==> config.mk <==
export PLATFORM = sky130hd
export DESIGN_NAME = cursor_input
export DESIGN_NICKNAME = d
export VERILOG_FILES = /design/src/rtl/cursor_input.sv
export SDC_FILE = /design/constraint.sdc
export NUM_CORES = 1
export LEC_CHECK = 0
export CORE_UTILIZATION = 40
export DETAILED_ROUTE_END_ITERATION = 16
export SLEW_MARGIN = 20
export SYNTH_ARGS = -nofsm -noshare
export SYNTH_HDL_FRONTEND = slang
export SYNTH_SLANG_ARGS = --single-unit
==> constraint.sdc <==
create_clock -name i_clk -period 3.9 [get_ports i_clk]
set_input_delay 0.78 -clock i_clk [delete_from_list [all_inputs] [get_ports i_clk]]
set_output_delay 0.78 -clock i_clk [all_outputs]
set_load 0.02 [all_outputs]
==> src/rtl/cursor_input.sv <==
// cursor_input: button front end and board cursor for the game controller.
// Synchronises and debounces five raw buttons, generates press and auto-repeat
// events, moves a wrap-around (x, y) cursor, and offers the cursor position as
// a move over a valid/ready handshake when confirm is pressed.
//
// Ports:
//   i_clk, i_rst          clock, synchronous active-high reset
//   i_btn[4:0]            raw buttons: [0]=up [1]=down [2]=left [3]=right [4]=confirm
//   i_enable              human turn; cursor input allowed
//   i_cursor_load         one-cycle cursor overwrite with i_load_x/i_load_y (clamped)
//   o_cur_x, o_cur_y      current cursor
//   o_move_valid          move offer pending; o_move_x/o_move_y hold the offered move
//   i_move_ready          controller accepts the offer
//   o_busy                offer outstanding
module cursor_input #(
  parameter int unsigned BOARD_W         = 15,
  parameter int unsigned BOARD_H         = 15,
  parameter int unsigned COORD_W         = 4,
  parameter int unsigned DEBOUNCE_CYCLES = 500000,
  parameter int unsigned REPEAT_INIT     = 25000000,
  parameter int unsigned REPEAT_RATE     = 5000000
) (
  input  logic               i_clk,
  input  logic               i_rst,
  input  logic [4:0]         i_btn,
  input  logic               i_enable,
  input  logic               i_cursor_load,
  input  logic [COORD_W-1:0] i_load_x,
  input  logic [COORD_W-1:0] i_load_y,
  output logic [COORD_W-1:0] o_cur_x,
  output logic [COORD_W-1:0] o_cur_y,
  output logic               o_move_valid,
  input  logic               i_move_ready,
  output logic [COORD_W-1:0] o_move_x,
  output logic [COORD_W-1:0] o_move_y,
  output logic               o_busy
);

  localparam int unsigned BTN_UP      = 0;
  localparam int unsigned BTN_DOWN    = 1;
  localparam int unsigned BTN_LEFT    = 2;
  localparam int unsigned BTN_RIGHT   = 3;
  localparam int unsigned BTN_CONFIRM = 4;

  localparam int unsigned DB_W   = (DEBOUNCE_CYCLES > 1) ? $clog2(DEBOUNCE_CYCLES) : 1;
  localparam int unsigned HOLD_W = $clog2(REPEAT_INIT + 1);

  localparam logic [DB_W-1:0]    DB_LAST     = DB_W'(DEBOUNCE_CYCLES - 1);
  localparam logic [HOLD_W-1:0]  HOLD_FIRE   = HOLD_W'(REPEAT_INIT);
  // After a repeat fires, restart RATE cycles short of HOLD_FIRE so the next
  // repeat lands exactly REPEAT_RATE cycles later.
  localparam logic [HOLD_W-1:0]  HOLD_RELOAD = HOLD_W'(REPEAT_INIT - REPEAT_RATE + 1);
  localparam logic [COORD_W-1:0] MAX_X       = COORD_W'(BOARD_W - 1);
  localparam logic [COORD_W-1:0] MAX_Y       = COORD_W'(BOARD_H - 1);
  localparam logic [COORD_W-1:0] MID_X       = COORD_W'(BOARD_W / 2);
  localparam logic [COORD_W-1:0] MID_Y       = COORD_W'(BOARD_H / 2);

  typedef enum logic [1:0] {S_IDLE, S_SELECT, S_OFFER} state_e;

  logic [4:0]         r_sync1, r_sync2, r_stable, r_stable_prev;
  logic [DB_W-1:0]    r_db_cnt [5];
  logic [HOLD_W-1:0]  r_hold   [4];
  state_e             r_state;
  logic [COORD_W-1:0] r_cur_x, r_cur_y, r_move_x, r_move_y;

  logic [4:0]         w_stable_nxt;
  logic [DB_W-1:0]    w_db_cnt_nxt [5];
  logic [HOLD_W-1:0]  w_hold_nxt   [4];
  logic [3:0]         w_rep;
  logic [4:0]         w_press;
  logic [3:0]         w_dir_ev;
  state_e             w_state_nxt;
  logic [COORD_W-1:0] w_cur_x_nxt, w_cur_y_nxt, w_move_x_nxt, w_move_y_nxt;
  logic [COORD_W-1:0] w_step_x, w_step_y, w_clamp_x, w_clamp_y;

  // Debounce: stable level follows the synced level only after it has differed
  // for DEBOUNCE_CYCLES consecutive cycles.
  always_comb begin
    for (int i = 0; i < 5; i++) begin
      w_stable_nxt[i] = r_stable[i];
      w_db_cnt_nxt[i] = '0;
      if (r_sync2[i] != r_stable[i]) begin
        if (r_db_cnt[i] == DB_LAST) begin
          w_stable_nxt[i] = r_sync2[i];
        end else begin
          w_db_cnt_nxt[i] = r_db_cnt[i] + DB_W'(1);
        end
      end
    end
  end

  assign w_press = r_stable & ~r_stable_prev;

  // Auto-repeat on direction buttons; hold count is 0 in the press cycle.
  always_comb begin
    for (int i = 0; i < 4; i++) begin
      w_rep[i]      = 1'b0;
      w_hold_nxt[i] = '0;
      if (r_stable[i]) begin
        if (r_hold[i] == HOLD_FIRE) begin
          w_rep[i]      = 1'b1;
          w_hold_nxt[i] = HOLD_RELOAD;
        end else begin
          w_hold_nxt[i] = r_hold[i] + HOLD_W'(1);
        end
      end
    end
  end

  assign w_dir_ev = w_press[3:0] | w_rep;

  // Cursor step with wrap-around; opposing directions cancel.
  always_comb begin
    w_step_x = r_cur_x;
    w_step_y = r_cur_y;
    if (w_dir_ev[BTN_RIGHT] && !w_dir_ev[BTN_LEFT]) begin
      w_step_x = (r_cur_x == MAX_X) ? '0 : r_cur_x + COORD_W'(1);
    end else if (w_dir_ev[BTN_LEFT] && !w_dir_ev[BTN_RIGHT]) begin
      w_step_x = (r_cur_x == '0) ? MAX_X : r_cur_x - COORD_W'(1);
    end
    if (w_dir_ev[BTN_DOWN] && !w_dir_ev[BTN_UP]) begin
      w_step_y = (r_cur_y == MAX_Y) ? '0 : r_cur_y + COORD_W'(1);
    end else if (w_dir_ev[BTN_UP] && !w_dir_ev[BTN_DOWN]) begin
      w_step_y = (r_cur_y == '0) ? MAX_Y : r_cur_y - COORD_W'(1);
    end
  end

  assign w_clamp_x = (i_load_x > MAX_X) ? MAX_X : i_load_x;
  assign w_clamp_y = (i_load_y > MAX_Y) ? MAX_Y : i_load_y;

  always_comb begin
    w_state_nxt  = r_state;
    w_cur_x_nxt  = r_cur_x;
    w_cur_y_nxt  = r_cur_y;
    w_move_x_nxt = r_move_x;
    w_move_y_nxt = r_move_y;
    unique case (r_state)
      S_IDLE: begin
        if (i_cursor_load) begin
          w_cur_x_nxt = w_clamp_x;
          w_cur_y_nxt = w_clamp_y;
        end
        if (i_enable) w_state_nxt = S_SELECT;
      end
      S_SELECT: begin
        if (i_cursor_load) begin
          w_cur_x_nxt = w_clamp_x;
          w_cur_y_nxt = w_clamp_y;
        end else begin
          w_cur_x_nxt = w_step_x;
          w_cur_y_nxt = w_step_y;
        end
        // Losing the turn wins over a simultaneous confirm.
        if (!i_enable) begin
          w_state_nxt = S_IDLE;
        end else if (w_press[BTN_CONFIRM]) begin
          w_move_x_nxt = r_cur_x;
          w_move_y_nxt = r_cur_y;
          w_state_nxt  = S_OFFER;
        end
      end
      S_OFFER: begin
        if (i_move_ready) begin
          w_state_nxt = i_enable ? S_SELECT : S_IDLE;
        end else if (!i_enable) begin
          w_state_nxt = S_IDLE;
        end
      end
      default: w_state_nxt = S_IDLE;
    endcase
  end

  always_ff @(posedge i_clk) begin
    if (i_rst) begin
      r_sync1       <= '0;
      r_sync2       <= '0;
      r_stable      <= '0;
      r_stable_prev <= '0;
      for (int i = 0; i < 5; i++) r_db_cnt[i] <= '0;
      for (int i = 0; i < 4; i++) r_hold[i] <= '0;
      r_state       <= S_IDLE;
      r_cur_x       <= MID_X;
      r_cur_y       <= MID_Y;
      r_move_x      <= '0;
      r_move_y      <= '0;
    end else begin
      r_sync1       <= i_btn;
      r_sync2       <= r_sync1;
      r_stable      <= w_stable_nxt;
      r_stable_prev <= r_stable;
      for (int i = 0; i < 5; i++) r_db_cnt[i] <= w_db_cnt_nxt[i];
      for (int i = 0; i < 4; i++) r_hold[i] <= w_hold_nxt[i];
      r_state       <= w_state_nxt;
      r_cur_x       <= w_cur_x_nxt;
      r_cur_y       <= w_cur_y_nxt;
      r_move_x      <= w_move_x_nxt;
      r_move_y      <= w_move_y_nxt;
    end
  end

  assign o_cur_x      = r_cur_x;
  assign o_cur_y      = r_cur_y;
  assign o_move_x     = r_move_x;
  assign o_move_y     = r_move_y;
  assign o_move_valid = (r_state == S_OFFER);
  assign o_busy       = (r_state == S_OFFER);

endmodule
# Word level (Yosys, flattened, before mapping)
# Memories as Yosys holds them, arrays and structs flattened.
# Index checks and enable logic that the tools add are counted.
classes:
  add_sub_neg: 13
  n_lt_le_gt_ge: 2
  n_eq_ne: 24
  muxes: 61
  bitwise_logic: 12
  n_reduce_logical: 21
op_table:
  columns: ["cell", "count"]
  rows:
  - ["2-to-1 mux 25 bit", 12]
  - ["2-to-1 mux 19 bit", 15]
  - ["adder 25 x 1 -> 25 bit, second input constant", 4]
  - ["== test 25 bit, second input constant", 4]
  - ["adder 19 x 1 -> 19 bit, second input constant", 5]
  - ["== test 19 bit, second input constant", 5]
  - ["2-to-1 mux 4 bit", 14]
  - ["one-hot mux 4 bit (2 select lines)", 2]
  - ["2-to-1 mux 1 bit", 12]
  - ["AND reduction 3 bit", 4]
  - ["2-to-1 mux 2 bit", 5]
  - ["AND reduction 2 bit", 5]
  - ["OR 1 bit", 9]
  - ["adder 4 x 1 -> 4 bit, second input constant", 2]
  - ["== test 4 bit, second input constant", 2]
  - ["greater-than comparator 4 bit, second input constant", 2]
  - ["zero test 4 bit", 2]
  - ["inequality test 4 bit, second input constant", 2]
  - ["subtractor 4 x 1 -> 4 bit, second input constant", 2]
  - ["inequality test 3 bit, second input constant", 2]
  - ["one-hot mux 2 bit (3 select lines)", 1]
  - ["bitwise AND 5 bit", 1]
  - ["inequality test 1 bit", 5]
  - ["inverter 5 bit", 1]
  - ["other kinds (8)", 15]
word_totals:
  register_bits: 38
  ramBits: 195
  output_inout_bits: 18
  wordCells: 148
  memories: 2
mem_list:
  columns: ["memory", "words", "word_bits", "rd", "rd_ports_with_merged_regs", "write_ports", "line", "text"]
  rows:
  - ["r_hold", 4, 25, 4, 0, 4, "62", "logic [HOLD_W-1:0] r_hold [4];"]
  - ["r_db_cnt", 5, 19, 5, 0, 5, "61", "logic [DB_W-1:0] r_db_cnt [5];"]

# Depth between registers and ports, before layout
# Gate-level depths: netlist of the first run.
depth:
  depth_word: 10
  depth_mapped: 10
  mapped_depth_nobuf: 9

# Least setup slack after synthesis of the first run
# OpenSTA, ideal clock, no wires.
synth_timing:
  kind: "register to register"
  start: "memory r_hold[1][2] in the netlist's numbering"
  end: "register r_cur_y[1] (netlist: o_cur_y[1])"
  arrival_time_ps: 2277
  required_ps: 3780
  setup_slack_ps: 1503
  stages_incl_launch_ff: 9
  n_path_buf: 1
  period_less_slack_ps: 2397
  cell_sequence: "dfxtp_1 > nor4_2 > nand4_1 > or4_1 > buf_2 > a221oi_4 > o21ai_2 > and3_1 > a211o_1"
synth_rtl:
  columns: ["item", "line", "text"]
  rows:
  - ["start, declared", "62", null]
  - ["end signal, assigned", "195", "r_cur_y <= w_cur_y_nxt;"]
  - ["end, declared", "64", "logic [COORD_W-1:0] r_cur_x, r_cur_y, r_move_x, r_move_y;"]

# Worst setup path after layout of the first run
layout_timing:
  start: "register r_state[1]"
  end: "output o_busy"
layout_between:
  elab_chain_len: 1
layout_lines:
  columns: ["item", "line", "text"]
  rows:
  - ["start, declared", "63", "state_e r_state;"]
  - ["start signal, assigned", "193", "r_state <= w_state_nxt;"]
  - ["== test 2 bit", "206", "assign o_busy = (r_state == S_OFFER);"]
  - ["end, declared", "36", "output logic o_busy"]
# No other way between the ends.

==> results of run 1 <==
[placed cells by master (no fill, tap or decap), types with 4 or more instances in the layout]
master and instances:
sky130_fd_sc_hd__nand4_1 40, sky130_fd_sc_hd__nand2_1 82, sky130_fd_sc_hd__or3_1 21, sky130_fd_sc_hd__nand3_1 79, sky130_fd_sc_hd__xor2_1 111, sky130_fd_sc_hd__nor4b_1 13, sky130_fd_sc_hd__mux2i_1 18, sky130_fd_sc_hd__nand2b_1 7
sky130_fd_sc_hd__inv_1 40, sky130_fd_sc_hd__and4_1 13, sky130_fd_sc_hd__nor3b_1 4, sky130_fd_sc_hd__clkdlybuf4s50_1 34, sky130_fd_sc_hd__nor2b_1 15, sky130_fd_sc_hd__a21oi_1 32, sky130_fd_sc_hd__clkbuf_16 26, sky130_fd_sc_hd__o21ai_0 19
sky130_fd_sc_hd__ha_1 23, sky130_fd_sc_hd__nor3_1 12, sky130_fd_sc_hd__dfxtp_1 233, sky130_fd_sc_hd__clkinv_2 10, sky130_fd_sc_hd__nor4_1 8, sky130_fd_sc_hd__xnor2_1 58, sky130_fd_sc_hd__a31oi_1 5, sky130_fd_sc_hd__clkbuf_8 6
sky130_fd_sc_hd__or2_2 4, sky130_fd_sc_hd__nor2_1 227, sky130_fd_sc_hd__and2_1 7, sky130_fd_sc_hd__and3_1 41
[worst min path at each step]
| stage | startpoint | end | cells after the start |
|---|---|---|---|
| after CTS | r_sync1[2]$_SDFF_PP0_ | r_sync2[2]$_SDFF_PP0_ | 1 |
| final | r_sync1[1]$_SDFF_PP0_ | r_sync2[1]$_SDFF_PP0_ | 1 |
| after global placement | r_sync1[3]$_SDFF_PP0_ | r_sync2[3]$_SDFF_PP0_ | 1 |
| after detailed placement | r_sync1[2]$_SDFF_PP0_ | r_sync2[2]$_SDFF_PP0_ | 1 |
| after floorplan | r_db_cnt[0][0]$_SDFF_PP0_ | r_db_cnt[0][0]$_SDFF_PP0_ | 1 |
| after global routing | r_sync1[3]$_SDFF_PP0_ | r_sync2[3]$_SDFF_PP0_ | 1 |
[layer usage]
| metal | share of wire (%) | wire, um | track usage, % | up-vias |
|---|---|---|---|---|
| li1 | - | - | - | 4116 |
| met1 | 51 | 10550 | 21.70 | 3573 |
| met2 | 43 | 8768 | 24.70 | 91 |
| met3 | 3.6 | 740 | 2.743 | 34 |
| met4 | 2.2 | 454 | 4.885 | 0 |
| met5 | 0 | 0 | 0 | - |
[worst register-to-register path, stage by stage, from the launching register on]
cell	delay, ns
sky130_fd_sc_hd__dfxtp_1	0.36
sky130_fd_sc_hd__nor4_2	0.27
sky130_fd_sc_hd__nand4_1	0.14
sky130_fd_sc_hd__or4_1	0.68
sky130_fd_sc_hd__a221oi_4	0.44
sky130_fd_sc_hd__o21ai_2	0.16
sky130_fd_sc_hd__and3_1	0.19
sky130_fd_sc_hd__a211o_1	0.26
[power groups by stage]
| stage | Sequential [mW] | Clock, mW | Combinational, mW |
|---|---|---|---|
| after detailed placement | 2.47 | 0 | 0.122 |
| after global routing | 2.42 | 2.63 | 0.133 |
| after floorplan | 2.47 | 0 | 0.0663 |
| after global placement | 2.47 | 0 | 0.121 |
| final | 2.42 | 2.45 | 0.121 |
| after CTS | 2.41 | 2.53 | 0.122 |
[synth_stat cells, types with 2 or more instances]
cell type | number | area [um^2]
sky130_fd_sc_hd__o21ai_0 | 19 | 95.09
sky130_fd_sc_hd__and2_1 | 7 | 43.79
sky130_fd_sc_hd__nand2b_1 | 7 | 43.79
sky130_fd_sc_hd__dfxtp_1 | 233 | 4664
sky130_fd_sc_hd__nand3_1 | 79 | 395.4
sky130_fd_sc_hd__a41oi_1 | 2 | 17.52
sky130_fd_sc_hd__nand4b_1 | 3 | 26.28
sky130_fd_sc_hd__or4_1 | 2 | 15.01
sky130_fd_sc_hd__a221oi_1 | 3 | 26.28
sky130_fd_sc_hd__a21oi_1 | 32 | 160.2
sky130_fd_sc_hd__nand3b_1 | 2 | 15.01
sky130_fd_sc_hd__nor4b_1 | 13 | 113.9
sky130_fd_sc_hd__nor3_1 | 12 | 60.06
sky130_fd_sc_hd__mux2i_1 | 18 | 180.2
sky130_fd_sc_hd__clkbuf_1 | 27 | 101.4
sky130_fd_sc_hd__xor2_1 | 111 | 972.2
sky130_fd_sc_hd__or2_2 | 4 | 25.02
sky130_fd_sc_hd__inv_1 | 40 | 150.1
sky130_fd_sc_hd__nor2_1 | 227 | 852.1
sky130_fd_sc_hd__nor4_1 | 8 | 50.05
sky130_fd_sc_hd__buf_1 | 2 | 7.510
sky130_fd_sc_hd__and3_1 | 41 | 256.5
sky130_fd_sc_hd__ha_1 | 23 | 287.8
sky130_fd_sc_hd__xnor2_1 | 58 | 508.0
sky130_fd_sc_hd__nor4bb_1 | 3 | 30.03
sky130_fd_sc_hd__and4_1 | 13 | 113.9
sky130_fd_sc_hd__and4b_1 | 2 | 20.02
sky130_fd_sc_hd__nor3b_1 | 5 | 37.54
sky130_fd_sc_hd__buf_2 | 2 | 10.01
sky130_fd_sc_hd__nor2b_1 | 15 | 93.84
sky130_fd_sc_hd__or3_1 | 21 | 131.4
sky130_fd_sc_hd__a21o_1 | 2 | 15.01
sky130_fd_sc_hd__o41ai_1 | 3 | 26.28
sky130_fd_sc_hd__a31oi_1 | 5 | 31.28
sky130_fd_sc_hd__nand2_1 | 82 | 307.8
sky130_fd_sc_hd__nand4_1 | 40 | 250.2
[area by class of cell]
type / count / area, um^2
fillers: 2452 / 13430
multi-input cells: 884 / 5443
flip-flops and latches: 233 / 4664
clock buffers: 35 / 744.5
well taps: 330 / 412.9
repair buffers: 36 / 352.8
inverters: 40 / 150.1
clock inverters: 13 / 126.4
[sequential cells by signal (all words and copies together) (netlist names)]
register,cells
r_stable,5
o_move_y,4
o_cur_y,4
r_state,2
r_hold,100
r_db_cnt,95
r_sync1,5
r_sync2,5
o_move_x,4
r_stable_prev,5
o_cur_x,4
[logic make-up after synthesis]
logic type | after synthesis | share of synthesized area (%)
AO/OA/AOI/OAI | 82 | 5.064
XOR/XNOR | 169 | 14.26
adder cells (fa/ha/maj) | 23 | 2.773
buffers and inverters | 72 | 2.664
flip-flops | 233 | 44.94
multiplexers | 20 | 2.098
AND/OR/NAND/NOR | 590 | 28.20
==> impl_results.md, run 1 <==
* Run status: finished clean
* Final period util at a little over 70%
* Nature of the critical path startpoint: register
* Total buffers and inverters traversed by the critical path at 2
* Global-route wire length before repair at 34710 um
* Buffer type at the clock tree root: sky130_fd_sc_hd__clkbuf_16
* Routed wire length at just over 20000 um
* Port-buffer cells at 35
* Worst setup path end: o_busy
* Hold-fix buffers at CTS at 0
* Grt ovf at 0
* Fraction of final layout cells with drive strength greater than 1 at 4.754%
* Vertical extent of the die at between 150 and 200 um
* Setup repair after global routing missed its margin: no
* Worst setup path startpoint: r_state[1]$_SDFFE_PP0P_
* Number of nets still failing antenna checks after routing at 0
* Clock buffer count from CTS at 26
* Reg-to-Reg End: o_cur_y[1]$_SDFFE_PP1P_
* Worst Reg2Reg Path Length in Cells at 7
* Worst path depth at 3
* Ports placed on the boundary at 36
* Standard cell area after detailed placement at approximately 0.011 mm^2
* Crit path capture type: output pin
* Arrival time of the worst setup path at just over 2 ns
* Gpl congestion at 0.7779
* Cell Int Power at roughly 3.9 mW
* Setup total negative slack at 0 ns
* Count of endpoints failing setup in the final report at 0
* Minimum setup slack after placement at approximately 1.3 ns
* Maximum number of pins on one net before global-route repair at 33
* Register-to-register path setup slack at 1.30 ns
* Clk pin slew, worst setup/hold paths at approximately 0.060 ns
* Gate count after technology mapping at around 1200
* Net switching power at 1.068 mW
* Global-route usage over all layers at 15.67%
* Worst-case clock skew at 0.02200 ns
* Total inserted antenna cells at 0
* Via density per instance at between 4 and 5
* Worst vdd rail ir drop at 236.7 uV
* Worst-case hold slack at ~0.44 ns
* Switching fraction of total power at a little over a fifth
* Antenna violations before repair at 0
* Area growth from synthesis to final layout at 14.60%
* Post-synth design cell area at 0.01038 mm^2
* Synthesized net count at between 1000 and 1500
* Die width at 163.1 um
* Power density over cell area at about 420 mW/mm^2
* Transition time at the pin with the least slew margin at approximately 0.96 ns
* Site Rows at 58
* CTS H-tree lvls at 1
* Number of search-and-repair iterations in the first detailed-routing pass at 4
* # placed instances at roughly 1500
* Fraction of power consumed by the clock network at around half
* Commonest register cell after synthesis: sky130_fd_sc_hd__dfxtp_1
* Clock tree from TritonCTS: built
* Post-route cell area at between 0.01 and 0.015 mm^2
* Final Core Density at between 40% and 50%
* Reg2reg start: r_hold[1][2]$_SDFF_PP0_
* Cell variety after synth at a little under 60
* Post-Syn Area per Cell at between 8 and 9 um^2
* Series of cell instances along the critical path: inv_1, nor2_1, clkdlybuf4s50_1
* Max-slew violation total from the final report at 0
* DP HPWL at 14150 um
* Routed wire per std cell at about 13 um
* Buffers from clock root to sink, at most at 3
* Worst min-delay path class: reg2reg
* Reg power frac at between 40% and 50%
* Count of endpoints failing hold in the final timing report at 0
* Highest-delay cell along the critical path: sky130_fd_sc_hd__clkdlybuf4s50_1
* Largest delay share family, worst path: buffers and inverters
* Synthesized flop and latch total at 233
* Post-CTS setup buffer count at 0
* WS Path Type: reg2out
* Req. time, crit path at between 3 and 4 ns
* Fraction of synthesis flops using an asynchronous set or reset pin at 0%
* Vias in the first global route at 7363
* DRC at 0
* Headroom to the max-slew limit at 35.26%
* Initial DRC Count at approximately 360
* Warning count from the yosys run at 0
* Max Fclk at 355.0 MHz
* Total power of the final layout at roughly 5.0 mW
* Clock sinks at about 230
* Post-CTS Resized at 0
* Maximum fanout count along the critical path at 5
* CP peak stage delay at 0.67 ns
* Reported max-cap violation count at 0
* Number of vias after detailed routing at 7814
* Initial Util at 40.98%
* Final instance count without filler cells at about 1600
* Final worst-path setup slack at 1.083 ns
* Logic pwr share at 2.4%
* DIE AREA at 0.02660 mm^2
* Final critical path time including I/O delays and setup at about 2.8 ns
* Portion of the post-synthesis area used by sequential elements at 44.94%
* Placeable Area at ~0.025 mm^2
* Leakage at approximately 4.0 nW
* Clock latency on the worst-skew pair at 0.54 ns
* Final-stage net count at roughly 1300
* Number of enable flip-flop cells after synthesis at 0
Power figures use the tool's default switching activity.
==> inputs of run 2 (changes only) <==
- clock period: 3.9 -> 2.4 ns (I/O delays scaled with it)
==> run 2 against run 1 <==
Sequential power is 62% higher; total power rose by 65%; critical endpoint is now o_cur_y[2]$_SDFFE_PP1P_; largest cell class unchanged; worst setup slack got worse by 0.99 ns; critical path type is now reg2reg; global-route usage about the same; count of clock-buffer cells in the layout shrank 1.
==> impl_results.md, run 2 (synthesized netlist as in run 1, its figures left out) <==
* Highest metal layer with signal wires: met4
* Placeable Area at ~0.025 mm^2
* Antenna violations before repair at 0
* Final Core Density at around half
* Grt ovf at 0
* Buffer type at the clock tree root: sky130_fd_sc_hd__clkbuf_16
* Ports placed on the boundary at 36
* Most common library cell in the layout ignoring fill and taps: sky130_fd_sc_hd__dfxtp_1
* Met3 WL at between 600 and 700 um
* Max Fclk at between 400 and 500 MHz
* Global-route wire length before repair at ~35000 um
* WS Path Type: reg2reg
* Power density over cell area at approximately 660 mW/mm^2
* Setup total negative slack at 0 ns
* Worst vdd rail ir drop at ~500 uV
* Worst Reg2Reg Path Length in Cells at 8
* Maximum number of pins on one net before global-route repair at 20
* Crit path capture type: register
* Worst min-delay path class: in2reg
* Count of endpoints failing setup in the final report at 0
* Flip-flop count of the largest register, all copies and words added at 100
* Number of nets still failing antenna checks after routing at 0
* Total power of the final layout at about 8.2 mW
* Die width at roughly 160 um
* Hold-fix buffers at CTS at 0
* Clock latency on the worst-skew pair at between 0.5 and 0.6 ns
* Buffers from clock root to sink, at most at 3
* Via density per instance at around 4.9
* Number of vias after detailed routing at 8020
* Gpl congestion at approximately 0.85
* Most frequent cells in the layout: sky130_fd_sc_hd__dfxtp_1 (231), sky130_fd_sc_hd__nor2_1 (227), sky130_fd_sc_hd__xor2_1 (111), sky130_fd_sc_hd__nand2_1 (82), sky130_fd_sc_hd__nand3_1 (79)
* Global-route usage over all layers at between 10% and 20%
* Fraction of final layout cells with drive strength greater than 1 at under 10%
* Largest regs: r_hold (100), r_db_cnt (95)
* DRC at 0
* Headroom to the max-slew limit at between 50 and 60%
* Final critical path time including I/O delays and setup at approximately 2.3 ns
* Number of search-and-repair iterations in the first detailed-routing pass at 5
* Number of fill cells in the layout at 2381
* Maximum fanout count along the critical path at 7
* Count of endpoints failing hold in the final timing report at 0
* Reported max-cap violation count at 0
* Max-slew violation total from the final report at 0
* Arrival time of the worst setup path at about 2.7 ns
* Initial DRC Count at around 420
* Clock sinks at 233
* Clk pin slew, worst setup/hold paths at ~0.060 ns
* Clock tree from TritonCTS: built
* Transition time at the pin with the least slew margin at between 0.6 and 0.7 ns
* Final period util at 95.95%
* Register name with the most flops: r_hold
* Routed wire per std cell at 12.64 um
* DP HPWL at between 10000 and 15000 um
* Clock buffer count from CTS at 26
* Vias in the first global route at about 7600
* Initial Util at about two fifths
* Multi-input logic area at between 0.005 and 0.006 mm^2
* Final-stage net count at around 1300
* Vertical extent of the die at about 160 um
* Setup repair after global routing missed its margin: yes
* Leakage at between 4 and 5 nW
* Storage element area at 0.004667 mm^2
* Worst Hold Path Cells at 2
* Port-buffer cells at 35
* Nature of the critical path startpoint: register
* Site Rows at just under 60
* Total inserted antenna cells at 0
* Run status: finished clean
* CTS H-tree lvls at 1
* Routed wire length at between 20000 and 25000 um
* Req. time, crit path at roughly 2.8 ns
* DIE AREA at 0.02660 mm^2
* Wire length on met2 at approximately 9300 um
* Area growth from synthesis to final layout at 19.55%
* Worst-case clock skew at 0.008869 ns
* Post-route met1 wirelength at a little over 10000 um
==> run 2: worst paths after layout <==
check	startpoint	end	slack, ns
worst max-delay path	r_hold[1][2]$_SDFF_PP0_	o_cur_y[2]$_SDFFE_PP1P_	0.1
worst min-delay path	i_rst	r_sync1[3]$_SDFF_PP0_	0.38
worst max register to register	r_hold[1][2]$_SDFF_PP0_	o_cur_y[2]$_SDFFE_PP1P_	0.1
worst min register to register	r_sync1[4]$_SDFF_PP0_	r_sync2[4]$_SDFF_PP0_	0.44
==> run 2: area by class of cell <==
class | count | area share, %
inverter | 40 | 1.210
tap | 330 | 3.328
clock inverter | 14 | 1.260
sequential | 233 | 37.61
timing repair buffer | 89 | 6.222
clock buffer | 34 | 5.980
multi-input combinational | 884 | 44.39
==> run 2: metrics by stage <==
step / instances / hold WS [ns] / cell area [um^2] / setup slack [ns]
after floorplan: 1189 / 0.4132 / 10380 / 0.002889
after global placement: 1575 / 0.4215 / 11430 / 0.005124
after detailed placement: 1575 / 0.4267 / 11430 / -0.01278
after CTS: 1623 / 0.3595 / 12330 / 0.02331
after global routing: 1624 / 0.3844 / 12410 / -0.04069
final: 1624 / 0.3773 / 12410 / 0.09719
==> run 2: timing repair <==
action / 4_1_cts / 5_1_grt
buffers inserted: 0 / 1
pin swaps: 0 / 5
endpoints found under the hold margin: 0 / 0
setup endpoints to repair: 2 / 10
gates resized for setup: 1 / 14
==> run 2: worst max-delay path, cell delays in order, from the launching register on <==
cell and delay (ns):
sky130_fd_sc_hd__dfxtp_2 0.32, sky130_fd_sc_hd__nor4_2 0.26, sky130_fd_sc_hd__nand4_1 0.14, sky130_fd_sc_hd__or4_4 0.56, sky130_fd_sc_hd__a221oi_4 0.24, sky130_fd_sc_hd__buf_6 0.16, sky130_fd_sc_hd__mux4_1 0.27, sky130_fd_sc_hd__mux2i_1 0.14
sky130_fd_sc_hd__o21ai_0 0.09
==> run 2: layer usage <==
metal / track usage, % / vias up
li1: - / 4218
met1: 21.00 / 3694
met2: 26.27 / 78
met3: 2.489 / 30
met4: 4.078 / 0
met5: 0 / -
==> run 2: report_power, final <==
part | leakage, nW | internal (mW) | switching [mW]
Sequential | 1.88 | 3.89 | 0.0305
Combinational | 2.00 | 0.106 | 0.110
Clock | 0.439 | 2.50 | 1.59
==> RTL edit (config.mk and constraints of run 2) <==
Set the parameter `COORD_W` to 3 (it was 4).
--- a/src/rtl/cursor_input.sv
+++ b/src/rtl/cursor_input.sv
@@ -17,3 +17,3 @@
   parameter int unsigned BOARD_H         = 15,
-  parameter int unsigned COORD_W         = 4,
+  parameter int unsigned COORD_W         = 3,
   parameter int unsigned DEBOUNCE_CYCLES = 500000,
Interface: changed (6 resized); port bits go from 36 to 30. No check against the original RTL was run, so the function may have changed too.
==> RTL edit against run 2 <==
- the flow now finishes with violations (negative setup slack)
- sequential cell count shrank 4
- total power grew 3.6%
- routed wire length shrank 3.7%
- maximum frequency shrank 7.8%
- sequential power shrank 2%
- cell area shrank 2.1%
- worst setup slack lost 0.19 ns
- synthesized area shrank 3.8%
- final cell count shrank 2.2%
- critical path type unchanged
==> RTL edit: results (changes against run 2) <==
routing:
  met2WireLength_mm: 8.87  # -4.7%
  met3WireLength_um: 679  # +8.8%
  avgRoutedWirePerCell_um: 12.4  # -1.6%
sta:
  setup_viol: 2  # +2
  setup_tns_ns: -0.109  # -0.109 ns
  whs_ns: 0.448  # +0.0708 ns
  worst_slack_ns: -0.0971  # -0.194 ns
min_path:
  min_path_cells: 1  # -1
status:
  violations: "negative setup slack"
  outcome: "finished, violations left"
synthesis:
  yosys-top-cells-count: "nor2_1, dfxtp_1, xor2_1"
  synth.area.mux_share_pct: 1.70  # -0.39 points
  synth_area_leaders: "dfxtp_1, xor2_1, nor2_1"
  ys_types: 49  # -17%
  synth_nets: 1181  # -4.0%
  synth_seq_area_share_pct: 45.9  # +0.95 points
global_route:
  grt_usage_pct: 15.5  # -0.20 points
  grtUsageMet2_pct: 25.7  # -0.59 points
  grt_pass1_vias: 7332  # -3.7%
  grt_first_pass_wirelength_mm: 34.0  # -2.9%
power_and_ir_drop:
  cellLeakagePower_nw: 4.18  # -3.2%
  pg_comb_w: 0.000178  # -18%
  p_sw_w: 0.00169  # -2.2%
  p_clk_share_pct: 52.8  # +3.1 points
placement:
  port_buffers: 29  # -17%
  dpl.hpwl_mm: 13.8  # -4.7%
final_layout:
  final_net_count: 1283  # -2.4%
  drive_gt1_share_pct: 10.0  # +0.61 points
setup_path:
  cp_max_fo: 4  # -3
## RTL edit: worst max path at each step
stage	start	endpoint	slack, ns	cells past startpoint
2_1_floorplan	r_hold[1][17]$_SDFF_PP0_	o_cur_y[0]$_SDFFE_PP1P_	-0.02	7
3_3_place_gp	r_hold[1][17]$_SDFF_PP0_	o_cur_y[0]$_SDFFE_PP1P_	-0.07	7
3_5_place_dp	r_hold[1][17]$_SDFF_PP0_	o_cur_y[0]$_SDFFE_PP1P_	-0.11	7
4_1_cts	r_hold[1][17]$_SDFF_PP0_	o_cur_y[0]$_SDFFE_PP1P_	-0.1	7
5_1_grt	r_hold[1][17]$_SDFF_PP0_	o_cur_y[0]$_SDFFE_PP1P_	-0.23	7
6_report	r_hold[1][17]$_SDFF_PP0_	o_cur_y[0]$_SDFFE_PP1P_	-0.1	7
## RTL edit: final cells by class
cell class | instances | area (um2)
Clock buffer | 38 | 787
Tap cell | 324 | 405
Inverter | 38 | 143
Clock inverter | 12 | 219
Timing Repair Buffer | 94 | 778
Sequential cell | 229 | 4590
Multi-Input combinational cell | 854 | 5230
Fill cell | 2309 | 12200
## RTL edit: metrics by stage
step	area (um2)	util [%]	setup slack, ns	power, W
final	12100	49.8	-0.0971	0.00852
after floorplan	9990	-	-0.0186	0.00401
after detailed placement	11100	45.4	-0.110	0.00410
after global placement	11100	45.4	-0.0683	0.00410
after CTS	12100	49.7	-0.0960	0.00865
after global routing	12100	49.8	-0.233	0.00884
## RTL edit: timing repair
action	CTS	global route
hold buffers	0	0
gates cloned	0	0
gates resized for setup	8	3
setup buffers	1	1
pin swaps	3	0
endpoints found under the setup margin	6	6
## RTL edit: cells by family after synthesis
kind of cell | count (synthesis)
simple gates | 580
flops | 229
xor+xnor | 173
compound gates | 61
buf+inv | 59
fa+ha+maj | 23
mux | 17
